--- src/rtl/sc_usb_pkg.sv ---
// rtl/sc_usb_pkg.sv - USB packet types, PID decode and CRC helpers shared by the receiver and generator
//
// Contents:
//   pid_e       : 4-bit USB PID codes
//   pktFormat   : packet class derived from a PID
//   rxStat_t    : packet status {rx_err, len_err, crc_err, pid_err}
//   pid_format  : PID -> packet class
//   crc5        : token CRC5 field over 11 bits, bit 0 = first bit on the wire
//   crc16_byte  : one-byte CRC16 update, data LSB first
package sc_usb_pkg;

    typedef enum logic [3:0] {
        PID_RSVD  = 4'h0,
        PID_OUT   = 4'h1,
        PID_ACK   = 4'h2,
        PID_DATA0 = 4'h3,
        PID_PING  = 4'h4,
        PID_SOF   = 4'h5,
        PID_NYET  = 4'h6,
        PID_DATA2 = 4'h7,
        PID_SPLIT = 4'h8,
        PID_IN    = 4'h9,
        PID_NAK   = 4'hA,
        PID_DATA1 = 4'hB,
        PID_PRE   = 4'hC,
        PID_SETUP = 4'hD,
        PID_STALL = 4'hE,
        PID_MDATA = 4'hF
    } pid_e;

    typedef enum logic [1:0] {
        FMT_HSK   = 2'd0,
        FMT_TOKEN = 2'd1,
        FMT_DATA  = 2'd2,
        FMT_BAD   = 2'd3
    } pktFormat;

    typedef struct packed {
        logic rx_err;
        logic len_err;
        logic crc_err;
        logic pid_err;
    } rxStat_t;

    localparam logic [15:0] CRC16_INIT     = 16'hFFFF;
    localparam logic [15:0] CRC16_RESIDUAL = 16'h800D;
    localparam logic [10:0] MAX_PAYLOAD    = 11'd1024;

    // Reserved, PRE and SPLIT are not accepted by this receiver and map to FMT_BAD.
    function automatic pktFormat pid_format(input logic [3:0] pid);
        pktFormat f;
        case (pid)
            PID_OUT, PID_IN, PID_SETUP, PID_PING, PID_SOF:  f = FMT_TOKEN;
            PID_DATA0, PID_DATA1, PID_DATA2, PID_MDATA:     f = FMT_DATA;
            PID_ACK, PID_NAK, PID_STALL, PID_NYET:          f = FMT_HSK;
            default:                                        f = FMT_BAD;
        endcase
        return f;
    endfunction

    // x^5+x^2+1, preset all ones. The register is inverted and sent MSB first,
    // so the returned field is bit-reversed to match the byte it arrives in.
    function automatic logic [4:0] crc5(input logic [10:0] d);
        logic [4:0] c;
        logic [4:0] r;
        logic       fb;
        c = 5'h1F;
        for (int i = 0; i < 11; i++) begin
            fb = c[4] ^ d[i];
            c  = {c[3:0], 1'b0} ^ (fb ? 5'h05 : 5'h00);
        end
        for (int i = 0; i < 5; i++) begin
            r[i] = ~c[4-i];
        end
        return r;
    endfunction

    // x^16+x^15+x^2+1, shift-left register, data fed LSB first.
    function automatic logic [15:0] crc16_byte(input logic [15:0] c_in, input logic [7:0] d);
        logic [15:0] c;
        logic        fb;
        c = c_in;
        for (int i = 0; i < 8; i++) begin
            fb = c[15] ^ d[i];
            c  = {c[14:0], 1'b0} ^ (fb ? 16'h8005 : 16'h0000);
        end
        return c;
    endfunction

endpackage

--- src/rtl/sc_ulpi_upr_if.sv ---
// rtl/sc_ulpi_upr_if.sv - byte stream from the ULPI engine and decoded packet fields
//
// RXD_*    : received bytes (VALID strobe, DATA, LAST marks final byte, ERR = RxError)
// PKT_RX_* : decoded packet: COMP pulse, STAT, PID, ADR, EPN, FMN, payload DAT/DAT_VALID, NUM
// slave    : the packet receiver; master : the byte source / packet consumer
interface sc_ulpi_upr_if;

    logic        RXD_VALID;
    logic [7:0]  RXD_DATA;
    logic        RXD_LAST;
    logic        RXD_ERR;

    logic        PKT_RX_COMP;
    logic [3:0]  PKT_RX_STAT;
    logic [3:0]  PKT_RX_PID;
    logic [6:0]  PKT_RX_ADR;
    logic [3:0]  PKT_RX_EPN;
    logic [10:0] PKT_RX_FMN;
    logic [7:0]  PKT_RX_DAT;
    logic        PKT_RX_DAT_VALID;
    logic [10:0] PKT_RX_NUM;

    modport slave (
        input  RXD_VALID, RXD_DATA, RXD_LAST, RXD_ERR,
        output PKT_RX_COMP, PKT_RX_STAT, PKT_RX_PID, PKT_RX_ADR, PKT_RX_EPN,
        output PKT_RX_FMN, PKT_RX_DAT, PKT_RX_DAT_VALID, PKT_RX_NUM
    );

    modport master (
        output RXD_VALID, RXD_DATA, RXD_LAST, RXD_ERR,
        input  PKT_RX_COMP, PKT_RX_STAT, PKT_RX_PID, PKT_RX_ADR, PKT_RX_EPN,
        input  PKT_RX_FMN, PKT_RX_DAT, PKT_RX_DAT_VALID, PKT_RX_NUM
    );

endinterface

--- src/rtl/sc_ulpi_upr_dpath.sv ---
// rtl/sc_ulpi_upr_dpath.sv - data packet path: 2-byte holding pipe, CRC16 and payload counter
//
// ULPICLK/ULPIRSTB : clock, async active-low reset
// clr              : new PID accepted; empties pipe, presets CRC, zeroes count
// in_valid/in_data : data-phase byte
// dat/dat_valid    : forwarded payload byte (CRC bytes never leave the pipe)
// num              : forwarded payload bytes
// empty            : pipe holds no byte yet (packet too short for a CRC)
// ovf              : incoming byte would push payload beyond the maximum
// res_ok           : CRC residual including in_data is the good-packet constant
module sc_ulpi_upr_dpath
    import sc_usb_pkg::*;
(
    input  logic        ULPICLK,
    input  logic        ULPIRSTB,
    input  logic        clr,
    input  logic        in_valid,
    input  logic [7:0]  in_data,
    output logic [7:0]  dat,
    output logic        dat_valid,
    output logic [10:0] num,
    output logic        empty,
    output logic        ovf,
    output logic        res_ok
);

    logic [15:0] crc;
    logic [15:0] crc_nxt;
    logic [7:0]  h0;
    logic [7:0]  h1;
    logic [1:0]  fill;
    logic        full;

    assign crc_nxt = crc16_byte(crc, in_data);
    assign res_ok  = (crc_nxt == CRC16_RESIDUAL);
    assign full    = (fill == 2'd2);
    assign empty   = (fill == 2'd0);
    assign ovf     = in_valid && full && (num == MAX_PAYLOAD);

    always_ff @(posedge ULPICLK or negedge ULPIRSTB) begin
        if (!ULPIRSTB) begin
            crc       <= CRC16_INIT;
            h0        <= 8'h00;
            h1        <= 8'h00;
            fill      <= 2'd0;
            num       <= 11'd0;
            dat       <= 8'h00;
            dat_valid <= 1'b0;
        end else begin
            dat_valid <= 1'b0;
            if (clr) begin
                crc  <= CRC16_INIT;
                fill <= 2'd0;
                num  <= 11'd0;
            end else if (in_valid) begin
                crc <= crc_nxt;
                case (fill)
                    2'd0: begin
                        h0   <= in_data;
                        fill <= 2'd1;
                    end
                    2'd1: begin
                        h1   <= in_data;
                        fill <= 2'd2;
                    end
                    default: begin
                        h0 <= h1;
                        h1 <= in_data;
                    end
                endcase
                // The oldest byte is payload once two newer bytes follow it.
                if (full && (num != MAX_PAYLOAD)) begin
                    dat       <= h0;
                    dat_valid <= 1'b1;
                    num       <= num + 11'd1;
                end
            end
        end
    end

endmodule

--- src/rtl/sc_ulpi_upr.sv ---
// rtl/sc_ulpi_upr.sv - ULPI receive packet decoder: PID check, token fields, data payload, status
//
// ULPICLK  : 60 MHz ULPI clock, rising edge
// ULPIRSTB : asynchronous active-low reset
// bus      : sc_ulpi_upr_if.slave - RXD_* byte stream in, PKT_RX_* decoded packet out
module sc_ulpi_upr
    import sc_usb_pkg::*;
(
    input  logic           ULPICLK,
    input  logic           ULPIRSTB,
    sc_ulpi_upr_if.slave   bus
);

    localparam logic [2:0] RX_IDLE = 3'd0;
    localparam logic [2:0] RX_TOK1 = 3'd1;
    localparam logic [2:0] RX_TOK2 = 3'd2;
    localparam logic [2:0] RX_DATA = 3'd3;
    localparam logic [2:0] RX_DROP = 3'd4;

    logic [2:0] state;
    logic [2:0] state_nxt;
    rxStat_t    stat_acc;
    rxStat_t    flags;
    rxStat_t    stat_now;
    logic [7:0] tok_b1;
    pktFormat   fmt;
    logic       pid_bad;
    logic       is_sof;
    logic       byte_last;
    logic       pid_acc;
    logic       dp_in;
    logic       d_empty;
    logic       d_ovf;
    logic       d_res_ok;

    assign fmt       = pid_format(bus.RXD_DATA[3:0]);
    assign pid_bad   = (bus.RXD_DATA[7:4] != ~bus.RXD_DATA[3:0]) || (fmt == FMT_BAD);
    assign is_sof    = (bus.PKT_RX_PID == PID_SOF);
    assign byte_last = bus.RXD_VALID && bus.RXD_LAST;
    assign pid_acc   = (state == RX_IDLE) && bus.RXD_VALID;
    assign dp_in     = (state == RX_DATA) && bus.RXD_VALID;

    always_comb begin
        state_nxt      = state;
        flags          = '0;
        // RxError counts on any cycle of a packet, including the PID cycle itself.
        flags.rx_err   = bus.RXD_ERR && ((state != RX_IDLE) || bus.RXD_VALID);
        case (state)
            RX_IDLE: begin
                if (bus.RXD_VALID) begin
                    if (pid_bad) begin
                        flags.pid_err = 1'b1;
                        state_nxt     = RX_DROP;
                    end else begin
                        case (fmt)
                            FMT_TOKEN: begin
                                flags.len_err = bus.RXD_LAST;
                                state_nxt     = RX_TOK1;
                            end
                            FMT_DATA: begin
                                flags.len_err = bus.RXD_LAST;
                                state_nxt     = RX_DATA;
                            end
                            default: begin
                                flags.len_err = !bus.RXD_LAST;
                                state_nxt     = RX_DROP;
                            end
                        endcase
                    end
                end
            end
            RX_TOK1: begin
                if (bus.RXD_VALID) begin
                    flags.len_err = bus.RXD_LAST;
                    state_nxt     = RX_TOK2;
                end
            end
            RX_TOK2: begin
                if (bus.RXD_VALID) begin
                    flags.crc_err = (bus.RXD_DATA[7:3] != crc5({bus.RXD_DATA[2:0], tok_b1}));
                    flags.len_err = !bus.RXD_LAST;
                    state_nxt     = RX_DROP;
                end
            end
            RX_DATA: begin
                if (bus.RXD_VALID) begin
                    if (d_ovf) begin
                        flags.len_err = 1'b1;
                        state_nxt     = RX_DROP;
                    end else if (bus.RXD_LAST) begin
                        // A single byte after the PID cannot hold a CRC; only length is reported.
                        flags.len_err = d_empty;
                        flags.crc_err = !d_empty && !d_res_ok;
                    end
                end
            end
            RX_DROP: begin
                state_nxt = RX_DROP;
            end
            default: begin
                state_nxt = RX_IDLE;
            end
        endcase
        if (byte_last) begin
            state_nxt = RX_IDLE;
        end
        stat_now = rxStat_t'(stat_acc | flags);
    end

    always_ff @(posedge ULPICLK or negedge ULPIRSTB) begin
        if (!ULPIRSTB) begin
            state           <= RX_IDLE;
            stat_acc        <= '0;
            tok_b1          <= 8'h00;
            bus.PKT_RX_COMP <= 1'b0;
            bus.PKT_RX_STAT <= 4'h0;
            bus.PKT_RX_PID  <= 4'h0;
            bus.PKT_RX_ADR  <= 7'h00;
            bus.PKT_RX_EPN  <= 4'h0;
            bus.PKT_RX_FMN  <= 11'h000;
        end else begin
            state           <= state_nxt;
            bus.PKT_RX_COMP <= byte_last;
            if (byte_last) begin
                bus.PKT_RX_STAT <= stat_now;
                stat_acc        <= '0;
            end else begin
                stat_acc        <= stat_now;
            end
            if (pid_acc) begin
                bus.PKT_RX_PID <= bus.RXD_DATA[3:0];
                bus.PKT_RX_ADR <= 7'h00;
                bus.PKT_RX_EPN <= 4'h0;
                bus.PKT_RX_FMN <= 11'h000;
            end
            if ((state == RX_TOK1) && bus.RXD_VALID) begin
                tok_b1 <= bus.RXD_DATA;
                if (is_sof) begin
                    bus.PKT_RX_FMN[7:0] <= bus.RXD_DATA;
                end else begin
                    bus.PKT_RX_ADR    <= bus.RXD_DATA[6:0];
                    bus.PKT_RX_EPN[0] <= bus.RXD_DATA[7];
                end
            end
            if ((state == RX_TOK2) && bus.RXD_VALID) begin
                if (is_sof) begin
                    bus.PKT_RX_FMN[10:8] <= bus.RXD_DATA[2:0];
                end else begin
                    bus.PKT_RX_EPN[3:1]  <= bus.RXD_DATA[2:0];
                end
            end
        end
    end

    sc_ulpi_upr_dpath u_dpath (
        .ULPICLK   (ULPICLK),
        .ULPIRSTB  (ULPIRSTB),
        .clr       (pid_acc),
        .in_valid  (dp_in),
        .in_data   (bus.RXD_DATA),
        .dat       (bus.PKT_RX_DAT),
        .dat_valid (bus.PKT_RX_DAT_VALID),
        .num       (bus.PKT_RX_NUM),
        .empty     (d_empty),
        .ovf       (d_ovf),
        .res_ok    (d_res_ok)
    );

endmodule

--- src/flat_wrapper.sv ---
// flat-port wrapper written by rule: the top's interface ports become plain ports
module sc_ulpi_upr_flat import sc_usb_pkg::*;
  (ULPICLK, ULPIRSTB, bus_RXD_VALID, bus_RXD_DATA, bus_RXD_LAST, bus_RXD_ERR, bus_PKT_RX_COMP, bus_PKT_RX_STAT, bus_PKT_RX_PID, bus_PKT_RX_ADR, bus_PKT_RX_EPN, bus_PKT_RX_FMN, bus_PKT_RX_DAT, bus_PKT_RX_DAT_VALID, bus_PKT_RX_NUM);
  sc_ulpi_upr_if bus_i ();
  input  logic ULPICLK;
  input  logic ULPIRSTB;
  input wire logic [$bits(bus_i.RXD_VALID)-1:0] bus_RXD_VALID;
  input wire logic [$bits(bus_i.RXD_DATA)-1:0] bus_RXD_DATA;
  input wire logic [$bits(bus_i.RXD_LAST)-1:0] bus_RXD_LAST;
  input wire logic [$bits(bus_i.RXD_ERR)-1:0] bus_RXD_ERR;
  output wire logic [$bits(bus_i.PKT_RX_COMP)-1:0] bus_PKT_RX_COMP;
  output wire logic [$bits(bus_i.PKT_RX_STAT)-1:0] bus_PKT_RX_STAT;
  output wire logic [$bits(bus_i.PKT_RX_PID)-1:0] bus_PKT_RX_PID;
  output wire logic [$bits(bus_i.PKT_RX_ADR)-1:0] bus_PKT_RX_ADR;
  output wire logic [$bits(bus_i.PKT_RX_EPN)-1:0] bus_PKT_RX_EPN;
  output wire logic [$bits(bus_i.PKT_RX_FMN)-1:0] bus_PKT_RX_FMN;
  output wire logic [$bits(bus_i.PKT_RX_DAT)-1:0] bus_PKT_RX_DAT;
  output wire logic [$bits(bus_i.PKT_RX_DAT_VALID)-1:0] bus_PKT_RX_DAT_VALID;
  output wire logic [$bits(bus_i.PKT_RX_NUM)-1:0] bus_PKT_RX_NUM;
  assign bus_i.RXD_VALID = bus_RXD_VALID;
  assign bus_i.RXD_DATA = bus_RXD_DATA;
  assign bus_i.RXD_LAST = bus_RXD_LAST;
  assign bus_i.RXD_ERR = bus_RXD_ERR;
  assign bus_PKT_RX_COMP = bus_i.PKT_RX_COMP;
  assign bus_PKT_RX_STAT = bus_i.PKT_RX_STAT;
  assign bus_PKT_RX_PID = bus_i.PKT_RX_PID;
  assign bus_PKT_RX_ADR = bus_i.PKT_RX_ADR;
  assign bus_PKT_RX_EPN = bus_i.PKT_RX_EPN;
  assign bus_PKT_RX_FMN = bus_i.PKT_RX_FMN;
  assign bus_PKT_RX_DAT = bus_i.PKT_RX_DAT;
  assign bus_PKT_RX_DAT_VALID = bus_i.PKT_RX_DAT_VALID;
  assign bus_PKT_RX_NUM = bus_i.PKT_RX_NUM;
  sc_ulpi_upr u_core (.ULPICLK(ULPICLK), .ULPIRSTB(ULPIRSTB), .bus(bus_i));
endmodule
--- config.mk ---
export PLATFORM = sky130hd
export DESIGN_NAME = sc_ulpi_upr_flat
export DESIGN_NICKNAME = d
export VERILOG_FILES = /design/src/rtl/sc_usb_pkg.sv /design/src/rtl/sc_ulpi_upr_if.sv /design/src/rtl/sc_ulpi_upr_dpath.sv /design/src/rtl/sc_ulpi_upr.sv /design/src/flat_wrapper.sv
export SDC_FILE = /design/constraint.sdc
export NUM_CORES = 1
export LEC_CHECK = 0
export ABC_AREA = 1
export BUFFER_PORTS_ARGS = -buffer_cell sky130_fd_sc_hd__buf_2
export CELL_PAD_IN_SITES_DETAIL_PLACEMENT = 1
export CELL_PAD_IN_SITES_GLOBAL_PLACEMENT = 2
export CORE_MARGIN = 10
export CORE_UTILIZATION = 30
export CTS_CLUSTER_DIAMETER = 30
export DETAILED_ROUTE_END_ITERATION = 8
export HOLD_SLACK_MARGIN = 0.06
export PLACE_DENSITY = 0.8
export SETUP_SLACK_MARGIN = 0.2
export SLEW_MARGIN = 30
export SYNTH_ARGS = -nofsm -noshare
export SYNTH_HDL_FRONTEND = slang
export SYNTH_SLANG_ARGS = --single-unit
--- constraint.sdc ---
create_clock -name ULPICLK -period 4.2 [get_ports ULPICLK]
set_input_delay 0.21 -clock ULPICLK [delete_from_list [all_inputs] [get_ports ULPICLK]]
set_output_delay 0.21 -clock ULPICLK [all_outputs]
set_load 0.03 [all_outputs]
==> results.md, run 1 <==
- Die Area: 22200 um2
- Final Hold Viols: 0
- Multi-input logic area: approximately 2100 um2
- Initial antenna violation count: 0
- Status: finished, final reports clean
- Setup WS pre-CTS: 1.94 ns
- Slew margin rel.: 37.0%
- Global placement routability congestion: approximately 0.89
- EDFF count, synth: 0
- Syn avg cell area: 8.31 um2
- Synth-to-layout area growth: 16.5%
- Mapped cell area: between 4000 and 5000 um2
- Post-route cell area: 5820 um2
- Setup TNS: 0 ns
- Reg2reg start: u_core.state[1]$_DFFE_PN0P_
- CORE AREA: 16500 um2
- Critical Path RT: 4.44 ns
- Min-Delay Path Class: input pin to flop
- Deepest clock path buffer count: 2
- #FFs+latches synth: 100
- Nets: 678
- Fmax: between 0.4 and 0.5 GHz
- Clk sinks: 100
- Final Setup Violations: 0
- Synth unique cells: 42
- Remaining Overflow, GRT: 0
- Max Cap Viol: 0
- Height of the chip: approximately 150 um
- R2R setup slack: around 2 ns
- Clock Skew: 0.0127 ns
- Slew Limit Fails: 0
- Final wirelength: about 15 mm
- Mapped Cells: 601
- Reg2Reg Depth: 10
- Top_reg_cell synth: dfrtp_1
- Tmin final: ~2.2 ns
- Worst Hold Path Cells: 3
- CTS resizes: 0
- VDD IR max: between 150 and 200 uV
- Rows: 47
- PwrDens: 390 nW/um2
- Layout cells sized above 1: between 10% and 20%
- Starting density of the core: 30.3%
- # fillers: approximately 2.0k
- Overall Global Routing Usage: 13.6%
- Detail Route Antenna Nets: 0
- Worst skew pair latency: approximately 0.36 ns
- CP Launch Type: flop
- P_leak: approximately 0.0030 uW
- WHS: 0.228 ns
- H-Tree Depth: 3
- Vias in the first global route: between 4k and 5k
- DRC viols: 0
- 1st-iter DRT viols: approximately 210
- First-pass GRT wire length: roughly 24 mm
- Layout Utilization: a little over a third
- Class of the most critical setup path: flop to flop
- Hold path startpoint: bus_RXD_DATA[7]
- Ports: 64
- Drt pass-1 iters: 4
- Worst setup slack after layout: 1.97 ns
- Clk slew on worst S/H paths: roughly 0.07 ns
- Antenna diodes: 0
- Via count: approximately 4.3k
- Vias per cell: 4.83
- Area contributors post-synth: dfrtp_1 (42%), nand2_1 (11%), dfstp_2 (8.4%)
- Arr. time, crit path: 2.48 ns
- Largest net degree at the start of global routing: 76
- Net Count, Synth: about 620
- CP max FO: 39
- Register area share after synthesis: between 50% and 60%
- Worst slew pin tran: about 0.94 ns
- Area share of the leading cell type in the synthesized netlist: a little over two fifths
- Hold EP: u_core.bus.PKT_RX_EPN[0]$_DFF_PN0_
- Unrepaired setup endpoints after global routing: false
- R2R Path End: u_core.u_dpath.num[8]$_DFFE_PN0P_
- Post-synth ARST share: 100%
- Tcrit/Tclk final: 53.2%
- Chip Width: 149 um
- Dpl cell area: around 5500 um2
- Post-DP HPWL: approximately 11 mm
- Sequential cell area: roughly 2500 um2
- I/O Buffers: 63
- Clock root buffer master: clkbuf_16
- Critical Path Sink Type: flop
- CTS tree: built
- Routed len/inst: between 15 and 20 um
- CTS buffer count: 9
- Yosys warnings: 0
- Leading area contributor after synthesis: dfrtp_1
[power breakdown]
| group | internal [uW] | leakage [uW] | switching, uW |
|---|---|---|---|
| logic | 132 | 0.00160 | 301 |
| clock network | 407 | 0.000130 | 381 |
| registers | 1010 | 0.00126 | 42.3 |
[flip-flops by register name, summed over array words and instances, names as in the netlist]
register                  count
u_core.u_dpath.crc           16
u_core.tok_b1                 8
u_core.u_dpath.dat_valid      1
u_core.stat_acc               4
u_core.u_dpath.h0             8
u_core.bus.PKT_RX_FMN        11
u_core.u_dpath.num           11
u_core.bus.PKT_RX_COMP        1
u_core.bus.PKT_RX_EPN         4
u_core.bus.PKT_RX_ADR         7
u_core.bus.PKT_RX_PID         4
u_core.u_dpath.h1             8
u_core.u_dpath.fill           2
u_core.bus.PKT_RX_STAT        4
u_core.state                  3
u_core.u_dpath.dat            8
[through the flow]
| stage | total power [uW] | std cells |
|---|---|---|
| final | 2270 | 885 |
| after floorplan | 1360 | 601 |
| after global routing | 2410 | 885 |
| after global placement | 1480 | 869 |
| after detailed placement | 1500 | 869 |
| after CTS | 2310 | 885 |
[routing by layer]
| layer | routed length, um | vias up | GRT usage [%] |
|---|---|---|---|
| met1 | 6670 | 2121 | 16.6 |
| met3 | 685 | 13 | 4.00 |
| li1 | - | 2077 | - |
| met5 | 0 | - | 0 |
| met4 | 193 | 0 | 3.83 |
| met2 | 7050 | 67 | 22.7 |
[layout make-up]
cell class                      instances  share of cell area, %
Sequential cell                       100                   43.3
Multi-Input combinational cell        407                   36.2
Timing Repair Buffer                   67                   6.08
Inverter                               76                   4.98
Tap cell                              220                   4.73
Clock buffer                           10                   3.93
Clock inverter                          5                  0.730
[synth_stat cells, types with 2 or more instances]
library cell / count
nand2_1: 150
dfrtp_1: 84
inv_1: 69
o21ai_0: 62
nand3_1: 40
nor2_1: 36
a21oi_1: 21
dfstp_2: 16
xor2_1: 13
o22ai_1: 10
xnor2_1: 10
clkbuf_1: 9
o211ai_1: 9
nor3_1: 8
a22oi_1: 6
o21ai_1: 5
a31oi_1: 4
buf_2: 4
clkbuf_2: 4
ha_1: 4
inv_2: 4
nor4_1: 4
nand2_2: 3
clkinv_1: 2
nand2_4: 2
nand3_2: 2
nand3b_1: 2
nand4_1: 2
nor2_2: 2
o21a_1: 2
[cells in the final DEF, fill, tap and decap left out, types with 3 or more instances in the layout]
cell | Yosys | layout
nand3_1 | 40 | 40
inv_1 | 69 | 69
inv_6 | 0 | 4
nand2_2 | 3 | 3
nor2_1 | 36 | 36
o22ai_1 | 10 | 10
a31oi_1 | 4 | 4
o21ai_0 | 62 | 62
nor4_1 | 4 | 4
o21ai_1 | 5 | 4
dfrtp_1 | 84 | 84
a22oi_1 | 6 | 6
nand2_1 | 150 | 150
buf_2 | 4 | 62
a21oi_1 | 21 | 21
inv_2 | 4 | 4
dfstp_2 | 16 | 16
xor2_1 | 13 | 13
clkbuf_16 | 0 | 9
xnor2_1 | 10 | 10
ha_1 | 4 | 4
buf_4 | 0 | 3
o211ai_1 | 9 | 9
nor3_1 | 8 | 8
[worst max-delay path by stage]
| stage | from | to | slack, ns | depth (start not counted) |
|---|---|---|---|---|
| after global routing | u_core.state[1]$_DFFE_PN0P_ | u_core.u_dpath.crc[7]$_DFFE_PN1P_ | 1.63 | 7 |
| after CTS | u_core.state[1]$_DFFE_PN0P_ | u_core.u_dpath.crc[0]$_DFFE_PN1P_ | 1.93 | 7 |
| after detailed placement | u_core.state[1]$_DFFE_PN0P_ | u_core.u_dpath.crc[6]$_DFFE_PN1P_ | 1.94 | 7 |
| after global placement | u_core.state[1]$_DFFE_PN0P_ | u_core.u_dpath.num[9]$_DFFE_PN0P_ | 2.07 | 10 |
| final | u_core.state[1]$_DFFE_PN0P_ | u_core.u_dpath.num[8]$_DFFE_PN0P_ | 1.97 | 10 |
| after floorplan | u_core.u_dpath.num[0]$_DFFE_PN0P_ | u_core.u_dpath.num[8]$_DFFE_PN0P_ | 2.29 | 12 |
[cell families (layout without fill, tap and decap cells)]
logic type                 Yosys count  in the layout  synth area share [%]
adders and majority gates            4              4                  1.00
buffers and inverters               94            158                  7.36
and+or+nand+nor                    257            257                  22.9
xor gates and xnor gates            25             25                  4.81
DFF                                100            100                  50.5
AOI/OAI and AO/OA                  121            121                  13.5
[timing repair]
action,in CTS,in global routing
setup buffers,0,0
endpoints found under the hold margin,14,0
hold buffers,1,0
[critical path, cell delays in order (launching register included)]
cell and delay, ns:
dfrtp_1 0.43, nor2_1 0.16, nand2_1 0.12, nor2_2 0.28, inv_2 0.35, nand2_4 0.23
nand3_2 0.10, nor2_1 0.14, nand3_1 0.11, o21ai_1 0.14, a21oi_1 0.06
(Power assumes the default switching activity.)
==> inputs of run 2 (changes only) <==
Settings changed: ABC_AREA 1 to 0, PLACE_DENSITY 0.8 to 0.79.
Clock period 4.2 ns to 1.9 ns, I/O delays scaled along.
==> run 2 against run 1 <==
  * The flow now finishes with violations (setup timing)
  * Routed wire length up 10%
  * Area after synthesis decreased by 0.10%
  * Via count shrank 2.3%
  * Clock skew is 0.0050 ns lower
  * Synthesized cell count down 20%
  * Clock-buffer cell count up 2
  * Critical endpoint is now u_core.u_dpath.crc[15]$_DFFE_PN1P_
  * Combinational power grew 100%
  * Critical path type unchanged
  * Sequential power grew 110%
  * Design area rose by 22%
==> results.md, run 2 <==
- CP max FO: 3
- Unrepaired setup endpoints after global routing: true
- Commonest non-fill, non-tap cell in the layout: dfrtp_1
- Largest net degree at the start of global routing: 50
- Largest regs: u_core.u_dpath.crc x16, u_core.bus.PKT_RX_FMN x11, u_core.u_dpath.num x11
- CORE AREA: approximately 16000 um2
- Switching share of power: roughly 28%
- Sequential share of power: between 40% and 50%
- Rows: between 40 and 50
- Setup TNS: -0.465 ns
- NetSw: ~1400 uW
- Layout cells sized above 1: ~46%
- Pwr Total: approximately 5000 uW
- Number of flip-flops in the largest register: 16
- Mapped cell area: 4990 um2
- WHS: 0.109 ns
- Clk sinks: 100
- Final Hold Viols: 0
- Reg2Reg Depth: 6
- CTS buffer count: 9
- Tmin final: 2.07 ns
- Layout Utilization: between 40% and 50%
- Most common cell in the netlist: nand2_1
- Clk slew on worst S/H paths: around 0.07 ns
- Via count: 4180
- First-pass GRT wire length: 24.1 mm
- Chip Width: ~150 um
- Die Area: 22200 um2
- Worst Hold Path Cells: 3
- Clock Skew: ~0.0077 ns
- Fmax: between 0.4 and 0.5 GHz
- Worst slew pin tran: 0.599 ns
- Critical Path Sink Type: flop
- Clock root buffer master: clkbuf_16
- EDFF count, synth: 0
- Height of the chip: 149 um
- Min-Delay Path Class: input pin to flop
- Post-synth ARST share: 100%
- Synth unique cells: 60
- Area share of the leading cell type in the synthesized netlist: 42.1%
- Register area share after synthesis: approximately 51%
- Area contributors post-synth: dfrtp_1 (42%), dfstp_2 (8.4%), nand2_1 (7.4%)
- Vias in the first global route: about 4.4k
- Most frequent cells in the layout: dfrtp_1 (79), nand2_1 (76), buf_4 (62), buf_2 (62), nor2_1 (30)
- Post-DP HPWL: between 10 and 15 mm
- Antenna diodes: 0
- Final wirelength: 16.1 mm
- Top post-synthesis cells by count: nand2_1 (98), dfrtp_1 (84), nor2_1 (37), o21ai_1 (37), xnor2_1 (23)
- 1st-iter DRT viols: 185
- Detail Route Antenna Nets: 0
- Drt pass-1 iters: 4
- Synth-to-layout area growth: 42.6%
- Class of the most critical setup path: flop to flop
- Leading area contributor after synthesis: dfrtp_1
- Clock share of power: 36.5%
- Syn avg cell area: about 10 um2
- Internal: between 3000 and 4000 uW
- Mapped Cells: 479
- CP Launch Type: flop
- I/O Buffers: 63
- Critical Path RT: between 2 and 2.5 ns
- #FFs+latches synth: 100
- Critical path's slowest cell: dfstp_2
- H-Tree Depth: 3
- Failing checks: setup timing
- Status: finished with violations
- Slew Limit Fails: 0
- Routed len/inst: around 19 um
- Net Count, Synth: roughly 500
- Deepest clock path buffer count: 2
- Family with the most delay on the worst path: XOR/XNOR gates
- VDD IR max: ~540 uV
- Starting density of the core: a little under a third
- Overall Global Routing Usage: 13.6%
- Biggest register: u_core.u_dpath.crc
- Ports: between 60 and 70
- Nets: about 640
- Yosys warnings: 0
- Slew margin rel.: between 50 and 60%
- Buf/Inv on CP: 0
- Top_reg_cell synth: dfrtp_1
- Global placement routability congestion: 0.841
- Crit path depth: 6
- Final Setup Violations: 3
- Tcrit/Tclk final: 109%
- Max incr delay on CP: 0.60 ns
- Arr. time, crit path: approximately 2.4 ns
- Gate power share: roughly 18%
- Initial antenna violation count: 0
- CTS tree: built
- Remaining Overflow, GRT: 0
- P_leak: ~0.0033 uW
- Critical-path cell list: xor2_4 > xnor2_4 > xnor3_2 > xnor2_2 > xnor2_1 > o22a_1
- Vias per cell: roughly 5
- # fillers: about 1.8k
- Worst skew pair latency: 0.36 ns
- PwrDens: about 700 nW/um2
- Worst setup slack after layout: -0.170 ns
- DRC viols: 0
- Max Cap Viol: 0
==> run 2: cell types whose count changed in the layout (fill, tap and decap cells not counted), sizes merged, moves of 9 or more <==
| cell | delta |
|---|---|
| buf | +79 |
| inv | -67 |
| nand2 | -55 |
| nand3 | -35 |
| o21ai | -24 |
| xnor2 | +19 |
| o22a | +11 |
| a22oi | +9 |
| mux2 | +9 |
| o211ai | -9 |
| o22ai | -9 |
==> run 2: worst min-delay path: stages <==
cell and delay [ns]:
buf_2 0.19, nand2_1 0.09, nand2_1 0.04
==> run 2: per-layer routing <==
layer	routed length [um]	vias to the layer above	GRT usage [%]	share of wire, %
li1	-	1953	-	-
met1	6910	2144	16.5	43
met2	8280	64	23.2	52
met3	586	19	2.76	3.6
met4	297	0	5.25	1.8
met5	0	-	0	0
==> run 2: area by class of cell <==
type	instances	area, um2	area share [%]
Multi-Input combinational cell	345	2790	39.2
Sequential cell	100	2530	35.5
Timing Repair Buffer	152	1200	16.8
Tap cell	220	275	3.87
Clock buffer	12	246	3.46
Inverter	11	46.3	0.650
Clock inverter	4	32.5	0.457
==> run 2: path summary, 6_finish.rpt <==
| path | to | slack (ns) | from |
|---|---|---|---|
| worst max-delay path | u_core.u_dpath.crc[15]$_DFFE_PN1P_ | -0.17 | u_core.u_dpath.crc[9]$_DFFE_PN1P_ |
| worst min-delay path | u_core.tok_b1[5]$_DFFE_PN0P_ | 0.11 | bus_RXD_DATA[5] |
| worst max register to register | u_core.u_dpath.crc[15]$_DFFE_PN1P_ | -0.17 | u_core.u_dpath.crc[9]$_DFFE_PN1P_ |
| worst min register to register | u_core.u_dpath.dat[0]$_DFFE_PN0P_ | 0.47 | u_core.u_dpath.dat[0]$_DFFE_PN0P_ |
| max in group asynchronous | u_core.u_dpath.crc[9]$_DFFE_PN1P_ | 0.95 | ULPIRSTB |
| min in group asynchronous | u_core.bus.PKT_RX_ADR[1]$_DFF_PN0_ | 0.20 | ULPIRSTB |
==> run 2: per-stage QoR <==
stage,cell area [um2],cells,setup WS (ns)
floorplan,5100,479,-0.0123
global placement,5990,797,-0.112
detailed placement,5990,797,-0.158
CTS,6470,823,-0.128
global route,7120,844,-0.266
finish,7120,844,-0.170
==> run 2: cells by family after synthesis <==
logic type               synth area share (%)
flip-flops                               50.5
adder cells (fa/ha/maj)                  1.00
AND/OR/NAND/NOR                          17.5
AO/OA/AOI/OAI                            12.2
XOR/XNOR                                 12.8
multiplexers                             2.03
buffers and inverters                    3.88
==> run 2: repair_timing <==
action                                  CTS  global route
setup buffers                             6            16
cloned                                    1             5
resized for setup                        23           102
endpoints found under the hold margin    76             0
hold buffers                              3             0
endpoints found under the setup margin   42            66
pin swaps                                18            44
==> run 2: power groups by stage <==
stage,Combinational [uW],Clock [uW],Sequential [uW]
2_1_floorplan,381,0,2310
3_3_place_gp,676,0,2260
3_5_place_dp,700,0,2270
4_1_cts,760,1830,2230
5_1_grt,951,1920,2240
6_report,887,1790,2230
